File: config.mk
export PLATFORM = sky130hd
export DESIGN_NAME = mux4_1_rr_arb_flat
export DESIGN_NICKNAME = d
export VERILOG_FILES = /design/src/rtl/mux4_1_rr_arb_if.sv /design/src/rtl/mux4_1_rr_arb.sv /design/src/flat_wrapper.sv
export SDC_FILE = /design/constraint.sdc
export NUM_CORES = 1
export LEC_CHECK = 0
export CAP_MARGIN = 30
export CORE_UTILIZATION = 38
export DETAILED_ROUTE_END_ITERATION = 10
export HOLD_SLACK_MARGIN = 0.02
export PLACE_DENSITY = 0.84
export SLEW_MARGIN = 20
export SYNTH_ARGS = -nofsm -noshare
export SYNTH_HDL_FRONTEND = slang
export SYNTH_SLANG_ARGS = --single-unit
File: constraint.sdc
create_clock -name clk -period 2.55 [get_ports clk]
set_input_delay 0.255 -clock clk [delete_from_list [all_inputs] [get_ports clk]]
set_output_delay 0.255 -clock clk [all_outputs]
set_load 0.01 [all_outputs]
File: src/rtl/mux4_1_rr_arb_if.sv
// mux4_1_rr_arb_if: four valid/ready source channels merged onto one tagged output stream
interface mux4_1_rr_arb_if #(parameter int DW = 8);
  logic [3:0]      in_valid;
  logic [4*DW-1:0] in_data;
  logic [3:0]      in_ready;
  logic            out_valid;
  logic [DW-1:0]   out_data;
  logic [1:0]      out_sel;
  logic            out_ready;
  modport master (output in_valid, in_data, out_ready, input in_ready, out_valid, out_data, out_sel);
  modport slave  (input in_valid, in_data, out_ready, output in_ready, out_valid, out_data, out_sel);
endinterface

File: src/rtl/mux4_1_rr_arb.sv
// mux4_1_rr_arb: round-robin 4:1 merge with one registered output stage carrying the source index
module mux4_1_rr_arb #(parameter int DW = 8) (
  input logic            clk,
  input logic            rst_n,
  mux4_1_rr_arb_if.slave bus
);
  typedef enum logic {EMPTY, FULL} state_t;
  state_t        state, state_nxt;
  logic [1:0]    ptr, ptr_nxt, g, idx, sel_q, sel_nxt;
  logic [DW-1:0] data_q, data_nxt;
  logic          gv, ld;
  // downward scan so the lowest offset from ptr wins
  always_comb begin
    g = ptr;
    gv = 1'b0;
    idx = '0;
    for (int k = 3; k >= 0; k--) begin
      idx = ptr + 2'(k);
      if (bus.in_valid[idx]) begin
        g = idx;
        gv = 1'b1;
      end
    end
  end
  assign ld = (state == EMPTY) | bus.out_ready;
  assign bus.in_ready = (rst_n & ld & gv) ? 4'b0001 << g : 4'b0000;
  always_comb begin
    state_nxt = state;
    ptr_nxt = ptr;
    data_nxt = data_q;
    sel_nxt = sel_q;
    if (ld) begin
      state_nxt = gv ? FULL : EMPTY;
      if (gv) begin
        data_nxt = bus.in_data[g*DW +: DW];
        sel_nxt = g;
        ptr_nxt = g + 2'd1;
      end
    end
  end
  always_ff @(posedge clk or negedge rst_n) begin
    if (!rst_n) begin
      state <= EMPTY;
      ptr <= '0;
      data_q <= '0;
      sel_q <= '0;
    end else begin
      state <= state_nxt;
      ptr <= ptr_nxt;
      data_q <= data_nxt;
      sel_q <= sel_nxt;
    end
  end
  assign bus.out_valid = (state == FULL);
  assign bus.out_data = data_q;
  assign bus.out_sel = sel_q;
endmodule
File: src/flat_wrapper.sv
// flat-port wrapper written by rule: the top's interface ports become plain ports
module mux4_1_rr_arb_flat 
#(parameter int DW = 8)
  (clk, rst_n, bus_in_valid, bus_in_data, bus_out_ready, bus_in_ready, bus_out_valid, bus_out_data, bus_out_sel);
  mux4_1_rr_arb_if #(.DW(DW)) bus_i ();
  input logic clk;
  input logic rst_n;
  input wire logic [$bits(bus_i.in_valid)-1:0] bus_in_valid;
  input wire logic [$bits(bus_i.in_data)-1:0] bus_in_data;
  input wire logic [$bits(bus_i.out_ready)-1:0] bus_out_ready;
  output wire logic [$bits(bus_i.in_ready)-1:0] bus_in_ready;
  output wire logic [$bits(bus_i.out_valid)-1:0] bus_out_valid;
  output wire logic [$bits(bus_i.out_data)-1:0] bus_out_data;
  output wire logic [$bits(bus_i.out_sel)-1:0] bus_out_sel;
  assign bus_i.in_valid = bus_in_valid;
  assign bus_i.in_data = bus_in_data;
  assign bus_i.out_ready = bus_out_ready;
  assign bus_in_ready = bus_i.in_ready;
  assign bus_out_valid = bus_i.out_valid;
  assign bus_out_data = bus_i.out_data;
  assign bus_out_sel = bus_i.out_sel;
  mux4_1_rr_arb #(.DW(DW)) u_core (.clk(clk), .rst_n(rst_n), .bus(bus_i));
endmodule
==> results of run 1 <==
[sequential cells by signal, indices dropped and copies added (netlist names)]
register / count
u_core.bus.out_valid: 1
u_core.bus.out_data: 8
u_core.ptr: 2
u_core.bus.out_sel: 2
[stage by stage]
stage,TNS (ns),std cells,util,cell area [sq um],total power (W)
6_report,0,197,0.6914,1713,0.001266
4_1_cts,-0.009716,197,0.6884,1705,0.001272
3_5_place_dp,-0.08567,193,0.6727,1667,0.001136
3_3_place_gp,0,193,0.6727,1667,0.001111
5_1_grt,0,197,0.6914,1713,0.001342
2_1_floorplan,0,98,-,991.0,0.0007646
[worst paths after layout]
check | startpoint | to | cells after the start
max in group asynchronous | rst_n | u_core.bus.out_data[1] | 2
worst max register to register | u_core.ptr[1] | u_core.bus.out_data[4] | 6
worst min register to register | u_core.bus.out_sel[0] | u_core.bus.out_sel[0] | 1
worst min-delay path | rst_n | u_core.bus.out_valid | 1
worst max-delay path | bus_in_valid[2] | bus_in_ready[2] | 7
min in group clk | u_core.bus.out_sel[0] | u_core.bus.out_sel[0] | 1
[cell usage in the layout, fill, tap and decap left out, types with 2 or more instances in the layout]
cell type        instances
clkdlybuf4s50_1         50
buf_4                   15
dfrtp_1                 12
nand3_1                  8
o21ai_0                  8
mux2_4                   7
a211oi_1                 7
a221o_1                  7
nor2_1                   5
nand2_1                  5
inv_1                    4
clkbuf_4                 3
dlymetal6s2s_1           3
and2b_1                  2
o21a_1                   2
nor2_2                   2
nor3_1                   2
a21o_1                   2
a2111oi_0                2
[metal layers]
layer  up-vias  routed length (microns)  share of wire  global-route usage
li1        522                        -              -                   -
met1       516                     1168           0.39              0.2431
met2        34                     1659           0.56              0.4620
met3         2                      120          0.040             0.01724
met4         0                       27         0.0091             0.06579
met5         -                        0              0                   0
[power by group through the flow]
stage	Sequential, W	Clock, W	Combinational (W)
6_report	0.000356	0.000131	0.000779
3_3_place_gp	0.000352	0	0.000759
3_5_place_dp	0.000356	0	0.000780
4_1_cts	0.000357	0.000131	0.000785
5_1_grt	0.000365	0.000143	0.000834
2_1_floorplan	0.000360	0	0.000404
[cell usage after synthesis, drive strengths merged (2+ instances only)]
cell type | instances | share of area
o21a | 2 | 0.015
nand3 | 8 | 0.040
o21ai | 10 | 0.062
buf | 3 | 0.021
a2111oi | 3 | 0.045
a211oi | 8 | 0.073
a21o | 2 | 0.015
nor3 | 3 | 0.020
nor2 | 7 | 0.032
and2b | 3 | 0.024
nor2b | 2 | 0.015
nand2 | 6 | 0.039
mux2 | 7 | 0.11
dfrtp | 13 | 0.33
a221o | 7 | 0.071
inv | 4 | 0.015
[cell families (layout without fill, tap and decap cells)]
| kind of cell | after synthesis | in the layout |
|---|---|---|
| and+or+nand+nor | 31 | 31 |
| buffers and inverters | 8 | 77 |
| muxes | 8 | 8 |
| AOI/OAI and AO/OA | 37 | 37 |
| DFF | 13 | 13 |
| xor gates and xnor gates | 1 | 1 |
[cell type report]
class / count / area (sq um)
Fill cell: 198 / 764.5
Timing Repair Buffer: 69 / 670.6
Multi-Input combinational cell: 77 / 636.9
Sequential cell: 13 / 326.6
Tap cell: 30 / 37.54
Clock buffer: 4 / 26.28
Inverter: 4 / 15.01
[repair_timing]
action                                  4_1_cts  5_1_grt
gates resized for setup                       3        3
endpoints found under the setup margin        2        2
pin swaps                                     0        2
==> impl_metrics.env, run 1 <==
export IMPL_status="finished clean"
export IMPL_place_ws_ns=-0.05715
export IMPL_rsz0062_at_grt="false"
export IMPL_p_leak_nw=0.7488
export IMPL_setup_viol=0
export IMPL_hold_viol=0
export IMPL_synth_ff_type="dfrtp_1"
export IMPL_cap_violations=0
export IMPL_yosysSeqAreaShare=0.3283
export IMPL_worstPathRequired_ns=2.30
export IMPL_fin_ws_ns=0.1114
export IMPL_cts_made_buffers=3
export IMPL_yosysWarnings=0
export IMPL_drv_slew=0
export IMPL_switching_share=0.3683
export IMPL_die_area_sq_um=2816
export IMPL_grt_pass1_vias=1108
export IMPL_antenna_cells=0
export IMPL_grt_pass1_wl_microns=4636
export IMPL_synth_edf_count=0
export IMPL_die_x_microns=53.07
export IMPL_cp_data_arrival_time_ns=2.18
export IMPL_dp_hpwl_microns=2545
export IMPL_cts_setup_buffers=0
export IMPL_drt_iter0_markers=23
export IMPL_cts_hold_buf=0
export IMPL_syn_area_sq_um=991.0
export IMPL_intPower_w=0.0007999
export IMPL_whs_ns=0.2019
export IMPL_grt_overflow=0
export IMPL_synthArstFlopShare=1.000
export IMPL_synth_simple_area_share=0.1843
export IMPL_cp_slowest_cell="clkdlybuf4s50_1"
export IMPL_crit_buf_inv=3
export IMPL_port_buffers=53
export IMPL_track_usage=0.2278
export IMPL_clk_latency_ns=0.28
export IMPL_combPwrFrac=0.615
export IMPL_syn_nets=137
export IMPL_worst_pin_slew_ns=0.5176
export IMPL_slew_headroom=0.6460
export IMPL_gp_congestion=0.8514
export IMPL_fin_crit_sh=0.9563
export IMPL_initial_utilization=0.4000
export IMPL_synth_xor_xnor_area_share=0.008838
export IMPL_first_pass_iters=4
export IMPL_finalCriticalPeriod_ns=2.439
export IMPL_critPathKind="in -> out"
export IMPL_cts_tree="done"
export IMPL_drive_gt1_frac=0.2275
export IMPL_path_clk_slew_ns=0.09
export IMPL_fin_nets=207
export IMPL_clock_root_buffer="clkbuf_4"
export IMPL_endpoint_kind="output port"
export IMPL_synth_fa_ha_area_frac=0
export IMPL_drc_errors=0
export IMPL_wirelength_microns=2974
export IMPL_syn_area_per_cell_sq_um=10.11
export IMPL_die_h_microns=53.07
export IMPL_synth_top_family_by_area="compound AO/OA/AOI/OAI gates"
export IMPL_cts_sinks=13
export IMPL_synthCells=98
export IMPL_synth_mux_area_frac=0.1162
export IMPL_power_frac_seq=0.281
export IMPL_htree_levels=1
export IMPL_critPathLaunchType="input pin"
export IMPL_ys_types=36
export IMPL_drtAntennaViolNets=0
export IMPL_synth_compound_area_frac=0.3220
export IMPL_fin_worst_skew_ns=0.007652
export IMPL_path_cells="clkdlybuf4s50_1, inv_1, o22ai_2, a211o_1, nand3_1, nor2_1, clkdlybuf4s50_1"
export IMPL_path_max_fanout=5
export IMPL_synth_seq_cells=13
export IMPL_drt_vias_per_instance=5.452
export IMPL_fmax_mhz=410.1
export IMPL_switchingPower_w=0.0004663
export IMPL_p_per_area_nw_per_um2=739.2
export IMPL_syn2layout_area_growth_pct=72.85
export IMPL_cp_common_cell="clkdlybuf4s50_1"
export IMPL_wire_per_inst_microns=15.10
export IMPL_rrSetupSlack_ns=0.34
export IMPL_io_pins=54
export IMPL_p_clk_frac=0.104
export IMPL_vias=1074
export IMPL_core_area_sq_um=2477
export IMPL_min_path_type="in -> async"
export IMPL_worst_path_largest_cell_delay_ns=0.58
export IMPL_vdd_drop_max_v=0.0004580
export IMPL_grt_max_degree=14
export IMPL_rows=18
export IMPL_clock_path_buffers=2
export IMPL_antenna_found_initial=0
export IMPL_path_delay_family="buffers and inverters"
(Power assumes the default switching activity.)
==> run 2, diff against run 1 <==
--- a/config.mk
+++ b/config.mk
@@ -8,6 +8,7 @@
 export CAP_MARGIN = 30
 export CORE_UTILIZATION = 38
 export DETAILED_ROUTE_END_ITERATION = 10
+export GPL_TIMING_DRIVEN = 0
 export HOLD_SLACK_MARGIN = 0.02
 export PLACE_DENSITY = 0.84
 export SLEW_MARGIN = 20
==> run 2 against run 1 <==
Against the previous run:
- sequential share of layout area up 0.75 points
- hold slack better by 0.16 ns
- critical path type unchanged
- clock skew up 0.00082 ns
- critical path depth unchanged
- die area unchanged
- wire length unchanged
- via count up 0.93%
- fmax up 0.17%
- setup slack better by 0.0041 ns
==> impl_metrics.env, run 2 (synthesized netlist as in run 1, its figures left out) <==
export IMPL_vias=1084
export IMPL_path_clk_slew_ns=0.08
export IMPL_core_area_sq_um=2477
export IMPL_cts_made_buffers=3
export IMPL_gp_congestion=0.8061
export IMPL_vdd_drop_max_v=0.0003888
export IMPL_endpoint_kind="output port"
export IMPL_multi_input_area_sq_um=644.4
export IMPL_n_fill_cell=209
export IMPL_path_depth=7
export IMPL_grt_pass1_wl_microns=4705
export IMPL_clk_latency_ns=0.28
export IMPL_cts_sinks=13
export IMPL_critPathLaunchType="input pin"
export IMPL_rsz0062_at_grt="false"
export IMPL_rows=18
export IMPL_tns_ns=0
export IMPL_min_path_type="in -> async"
export IMPL_p_leak_nw=0.7095
export IMPL_cts_hold_buf=0
export IMPL_fmax_mhz=410.8
export IMPL_die_x_microns=53.07
export IMPL_io_pins=54
export IMPL_drv_slew=0
export IMPL_port_buffers=53
export IMPL_path_cells="clkdlybuf4s50_1, and2b_2, o21a_1, a211o_1, buf_4, nor3_1, dlygate4sd2_1"
export IMPL_grt_max_degree=16
export IMPL_antenna_cells=0
export IMPL_largest_register_ffs=8
export IMPL_place_ws_ns=-0.2117
export IMPL_hold_viol=0
export IMPL_syn2layout_area_growth_pct=65.66
export IMPL_worstPathRequired_ns=2.30
export IMPL_clock_root_buffer="clkbuf_4"
export IMPL_drc_errors=0
export IMPL_grt_pass1_vias=1090
export IMPL_p_per_area_nw_per_um2=753.6
export IMPL_clock_path_buffers=2
export IMPL_worst_path_largest_cell_delay_ns=0.51
export IMPL_finalCriticalPeriod_ns=2.435
export IMPL_cp_data_arrival_time_ns=2.18
export IMPL_slew_headroom=0.5722
export IMPL_cap_violations=0
export IMPL_wirelength_microns=2974
export IMPL_startpoint="bus_in_valid[2]"
export IMPL_dp_hpwl_microns=2273
export IMPL_drtAntennaViolNets=0
export IMPL_status="finished clean"
export IMPL_die_area_sq_um=2816
export IMPL_whs_ns=0.3587
export IMPL_register_area_sq_um=325.3
export IMPL_endpoint="bus_in_ready[3]"
export IMPL_die_h_microns=53.07
export IMPL_first_pass_iters=4
export IMPL_track_usage=0.2377
export IMPL_grt_overflow=0
export IMPL_ff2ff_path_depth=7
export IMPL_path_max_fanout=5
export IMPL_worst_pin_slew_ns=0.6397
export IMPL_rrSetupSlack_ns=0.36
export IMPL_cp_slowest_cell="clkdlybuf4s50_1"
export IMPL_setup_viol=0
export IMPL_antenna_found_initial=0
export IMPL_final_common_cell="clkdlybuf4s50_1"
export IMPL_path_delay_family="buffers and inverters"
export IMPL_critPathKind="in -> out"
export IMPL_htree_levels=1
export IMPL_r2r_start="u_core.ptr[1]"
export IMPL_fin_ws_ns=0.1155
export IMPL_drt_iter0_markers=21
export IMPL_cts_tree="done"
export IMPL_crit_buf_inv=3
export IMPL_r2r_end="u_core.bus.out_data[5]"
export IMPL_drt_vias_per_instance=5.705
export IMPL_fin_worst_skew_ns=0.008470
export IMPL_fin_crit_sh=0.9547
export IMPL_wire_per_inst_microns=15.65
export IMPL_initial_utilization=0.4000
export IMPL_most_common_layout_cells="clkdlybuf4s50_1, dfrtp_1, nand3_1, o21ai_0"
export IMPL_drive_gt1_frac=0.1938
export IMPL_fin_nets=200
[run 2: cell types whose count changed in the layout (fill, tap and decap cells not counted), moves of 2 or more]
cell | previous run | this run
buf_4 | 15 | 5
dlygate4sd2_1 | 0 | 4
buf_2 | 0 | 2
clkdlybuf4s50_1 | 50 | 47
[run 2: worst min path at each step]
stage | startpoint | depth (start not counted) | endpoint
3_3_place_gp | u_core.bus.out_sel[0] | 1 | u_core.bus.out_sel[0]
3_5_place_dp | u_core.bus.out_sel[0] | 1 | u_core.bus.out_sel[0]
5_1_grt | rst_n | 1 | u_core.bus.out_sel[1]
4_1_cts | rst_n | 1 | u_core.bus.out_data[0]
6_report | rst_n | 1 | u_core.bus.out_valid
2_1_floorplan | rst_n | 0 | u_core.bus.out_data[0]
[run 2: per-layer routing]
layer	global-route usage	vias up	routed length, microns
met5	0	-	0
met4	0.1228	0	51
met3	0.03448	7	141
met2	0.4451	35	1596
met1	0.2526	531	1184
li1	-	511	-
[run 2: worst register-to-register path: stages, from the launching register on]
cell      delay, ns
dfrtp_1        0.36
buf_2          0.18
nor2b_2        0.20
a2111o_1       0.44
buf_6          0.15
nand2_8        0.12
mux2_4         0.31
a221o_1        0.31
[run 2: area by class of cell]
cell class,count,share of cell area
Multi-Input combinational cell,77,0.3925
Timing Repair Buffer,58,0.3460
Sequential cell,13,0.1982
Tap cell,30,0.02287
Clock buffer,4,0.01601
Buffer,4,0.01524
Inverter,4,0.009146
[run 2: timing repair]
item                                    in CTS  in global routing
pin swaps                                    4                  1
endpoints found under the setup margin       4                  2
gates resized for setup                      7                  3
gates cloned                                 0                  0
buffers inserted                             5                  0
[run 2: per-stage QoR]
step	power, W	cells	cell area (sq um)	utilization
6_report	0.001237	190	1642	0.6626
4_1_cts	0.001233	190	1630	0.6581
3_5_place_dp	0.001066	181	1559	0.6293
2_1_floorplan	0.0007646	98	991.0	-
5_1_grt	0.001322	190	1642	0.6626
3_3_place_gp	0.001040	181	1559	0.6293
[run 2: power breakdown]
group | switching, W | internal (W)
clock network | 0.0000702 | 0.0000608
logic | 0.000355 | 0.000421
registers | 0.0000444 | 0.000286
total | 0.000470 | 0.000767
==> run 3, diff against run 2 <==
--- a/config.mk
+++ b/config.mk
@@ -6,12 +6,13 @@
 export NUM_CORES = 1
 export LEC_CHECK = 0
 export CAP_MARGIN = 30
-export CORE_UTILIZATION = 38
+export CORE_UTILIZATION = 35
 export DETAILED_ROUTE_END_ITERATION = 10
 export GPL_TIMING_DRIVEN = 0
 export HOLD_SLACK_MARGIN = 0.02
-export PLACE_DENSITY = 0.84
+export PLACE_DENSITY = 0.81
 export SLEW_MARGIN = 20
 export SYNTH_ARGS = -nofsm -noshare
 export SYNTH_HDL_FRONTEND = slang
 export SYNTH_SLANG_ARGS = --single-unit
+export TNS_END_PERCENT = 10
==> constraint.sdc (replaced) <==
create_clock -name clk -period 2.05 [get_ports clk]
set_input_delay 0.205 -clock clk [delete_from_list [all_inputs] [get_ports clk]]
set_output_delay 0.205 -clock clk [all_outputs]
set_load 0.01 [all_outputs]
==> run 3 against run 2 <==
Against the previous run:
- the flow now finishes with violations (negative setup slack)
- combinational power up 40%
- critical endpoint is now u_core.bus.out_data[2]
- sequential power up 25%
- sequential cell count unchanged
- core utilization up 1.6 points
- via count up 3.6%
- clock skew down 0.0018 ns
- first-iteration DRC count up 29%
- wire length up 3.7%
- hold slack worse by 0.012 ns
- final cell count up 4.2%
- critical path depth unchanged
==> impl_metrics.env, run 3 (synthesized netlist as in run 1, its figures left out) <==
export IMPL_cp_slowest_cell="dfrtp_1"
export IMPL_n_fill_cell=200
export IMPL_gp_congestion=0.8104
export IMPL_dp_hpwl_microns=2100
export IMPL_fin_area_sq_um=1742
export IMPL_status="finished with violations"
export IMPL_register_area_sq_um=325.3
export IMPL_vias=1123
export IMPL_multi_input_area_sq_um=709.4
export IMPL_die_x_microns=55.21
export IMPL_clock_path_buffers=2
export IMPL_min_path_type="in -> async"
export IMPL_cts_sinks=13
export IMPL_initial_utilization=0.3860
export IMPL_clk_latency_ns=0.27
export IMPL_setup_viol=3
export IMPL_slew_headroom=0.5410
export IMPL_first_pass_iters=4
export IMPL_worst_path_largest_cell_delay_ns=0.40
export IMPL_grt_pass1_wl_microns=4857
export IMPL_rows=18
export IMPL_io_pins=54
export IMPL_cts_hold_buf=0
export IMPL_syn2layout_area_growth_pct=75.76
export IMPL_p_per_area_nw_per_um2=953.8
export IMPL_path_max_fanout=5
export IMPL_vdd_drop_max_v=0.0008389
export IMPL_violations="negative setup slack"
export IMPL_drt_vias_per_instance=5.672
export IMPL_tns_ns=-0.004045
export IMPL_finalCriticalPeriod_ns=2.053
export IMPL_track_usage=0.2009
export IMPL_wirelength_microns=3085
export IMPL_cts_made_buffers=3
export IMPL_htree_levels=1
export IMPL_hold_viol=0
export IMPL_die_area_sq_um=3048
export IMPL_rsz0062_at_grt="true"
export IMPL_fin_nets=208
export IMPL_p_leak_nw=0.7265
export IMPL_path_cells="and2b_2, buf_4, a2111o_1, buf_6, nand2_8, mux2_4, a221o_1"
export IMPL_critPathKind="reg -> reg"
export IMPL_drt_iter0_markers=27
export IMPL_drc_errors=0
export IMPL_crit_buf_inv=2
export IMPL_place_ws_ns=-0.6066
export IMPL_rrSetupSlack_ns=-0.003
export IMPL_worstPathRequired_ns=2.20
export IMPL_largest_register_ffs=8
export IMPL_path_clk_slew_ns=0.08
export IMPL_fmax_mhz=487.2
export IMPL_grt_max_degree=16
export IMPL_die_h_microns=55.21
export IMPL_clock_root_buffer="clkbuf_4"
export IMPL_critPathLaunchType="register"
export IMPL_path_delay_family="compound AO/OA/AOI/OAI gates"
export IMPL_drive_gt1_frac=0.3036
export IMPL_core_area_sq_um=2567
export IMPL_antenna_found_initial=0
export IMPL_cts_tree="done"
export IMPL_final_common_cell="clkdlybuf4s50_1"
export IMPL_cp_data_arrival_time_ns=2.20
export IMPL_fin_worst_skew_ns=0.006633
export IMPL_antenna_cells=0
export IMPL_most_common_layout_cells="clkdlybuf4s50_1, dfrtp_1, buf_4"
export IMPL_endpoint_kind="register"
export IMPL_drv_slew=0
export IMPL_grt_overflow=0
export IMPL_worst_pin_slew_ns=0.6863
export IMPL_fin_crit_sh=1.001
export IMPL_grt_pass1_vias=1095
export IMPL_drtAntennaViolNets=0
export IMPL_cap_violations=0
export IMPL_fin_ws_ns=-0.002549
export IMPL_port_buffers=53
export IMPL_placed_cell_area_sq_um=1559
export IMPL_wire_per_inst_microns=15.58
run 3: cell types whose count changed in the layout (fill, tap and decap cells not counted), moves of 2 or more:
cell / delta
nor3_1: -2
nor3_2: +2
dlymetal6s2s_1: -2
buf_4: +7
buf_2: +3
run 3: cell type report:
cell class,count,area share
buffer,4,0.01796
clock buffer,4,0.01509
inverter,4,0.008621
multi-input combinational,78,0.4073
sequential,13,0.1868
tap,30,0.02155
timing repair buffer,65,0.3427
run 3: what timing repair did:
item,4_1_cts,5_1_grt
pin swaps,6,8
buffers inserted,10,2
setup endpoints to repair,12,12
resized for setup,22,15
cloned,1,0
run 3: report_power, final:
group | total, W | leakage (nW) | switching, W | internal [W]
sequential | 0.000412 | 0.154 | 0.0000566 | 0.000355
combinational | 0.00109 | 0.557 | 0.000493 | 0.000601
clock | 0.000156 | 0.0150 | 0.0000805 | 0.0000751
run 3: path summary, 6_finish.rpt:
check,start,end,depth (start not counted)
worst max register to register,u_core.ptr[0],u_core.bus.out_data[2],7
worst min register to register,u_core.bus.out_sel[0],u_core.bus.out_sel[0],1
worst max-delay path,u_core.ptr[0],u_core.bus.out_data[2],7
max in group asynchronous,rst_n,u_core.bus.out_data[4],1
min in group clk,bus_in_valid[2],u_core.bus.out_valid,3
worst min-delay path,rst_n,u_core.bus.out_data[0],1
run 3: per-layer routing:
metal	vias up	global-route usage	part of all wire
li1	529	-	-
met1	535	0.2346	0.36
met2	55	0.3718	0.56
met3	4	0.02810	0.064
met4	0	0.06786	0.012
met5	-	0	0
run 3: metrics by stage:
step | hold slack, ns | power, W | util | instances
after floorplan | -0.09059 | 0.0009511 | - | 98
after global placement | 0.4696 | 0.001291 | 0.6072 | 181
final | 0.3464 | 0.001661 | 0.6784 | 198
after detailed placement | 0.4818 | 0.001313 | 0.6072 | 181
after CTS | 0.3471 | 0.001598 | 0.6540 | 196
after global routing | 0.3810 | 0.001770 | 0.6784 | 198
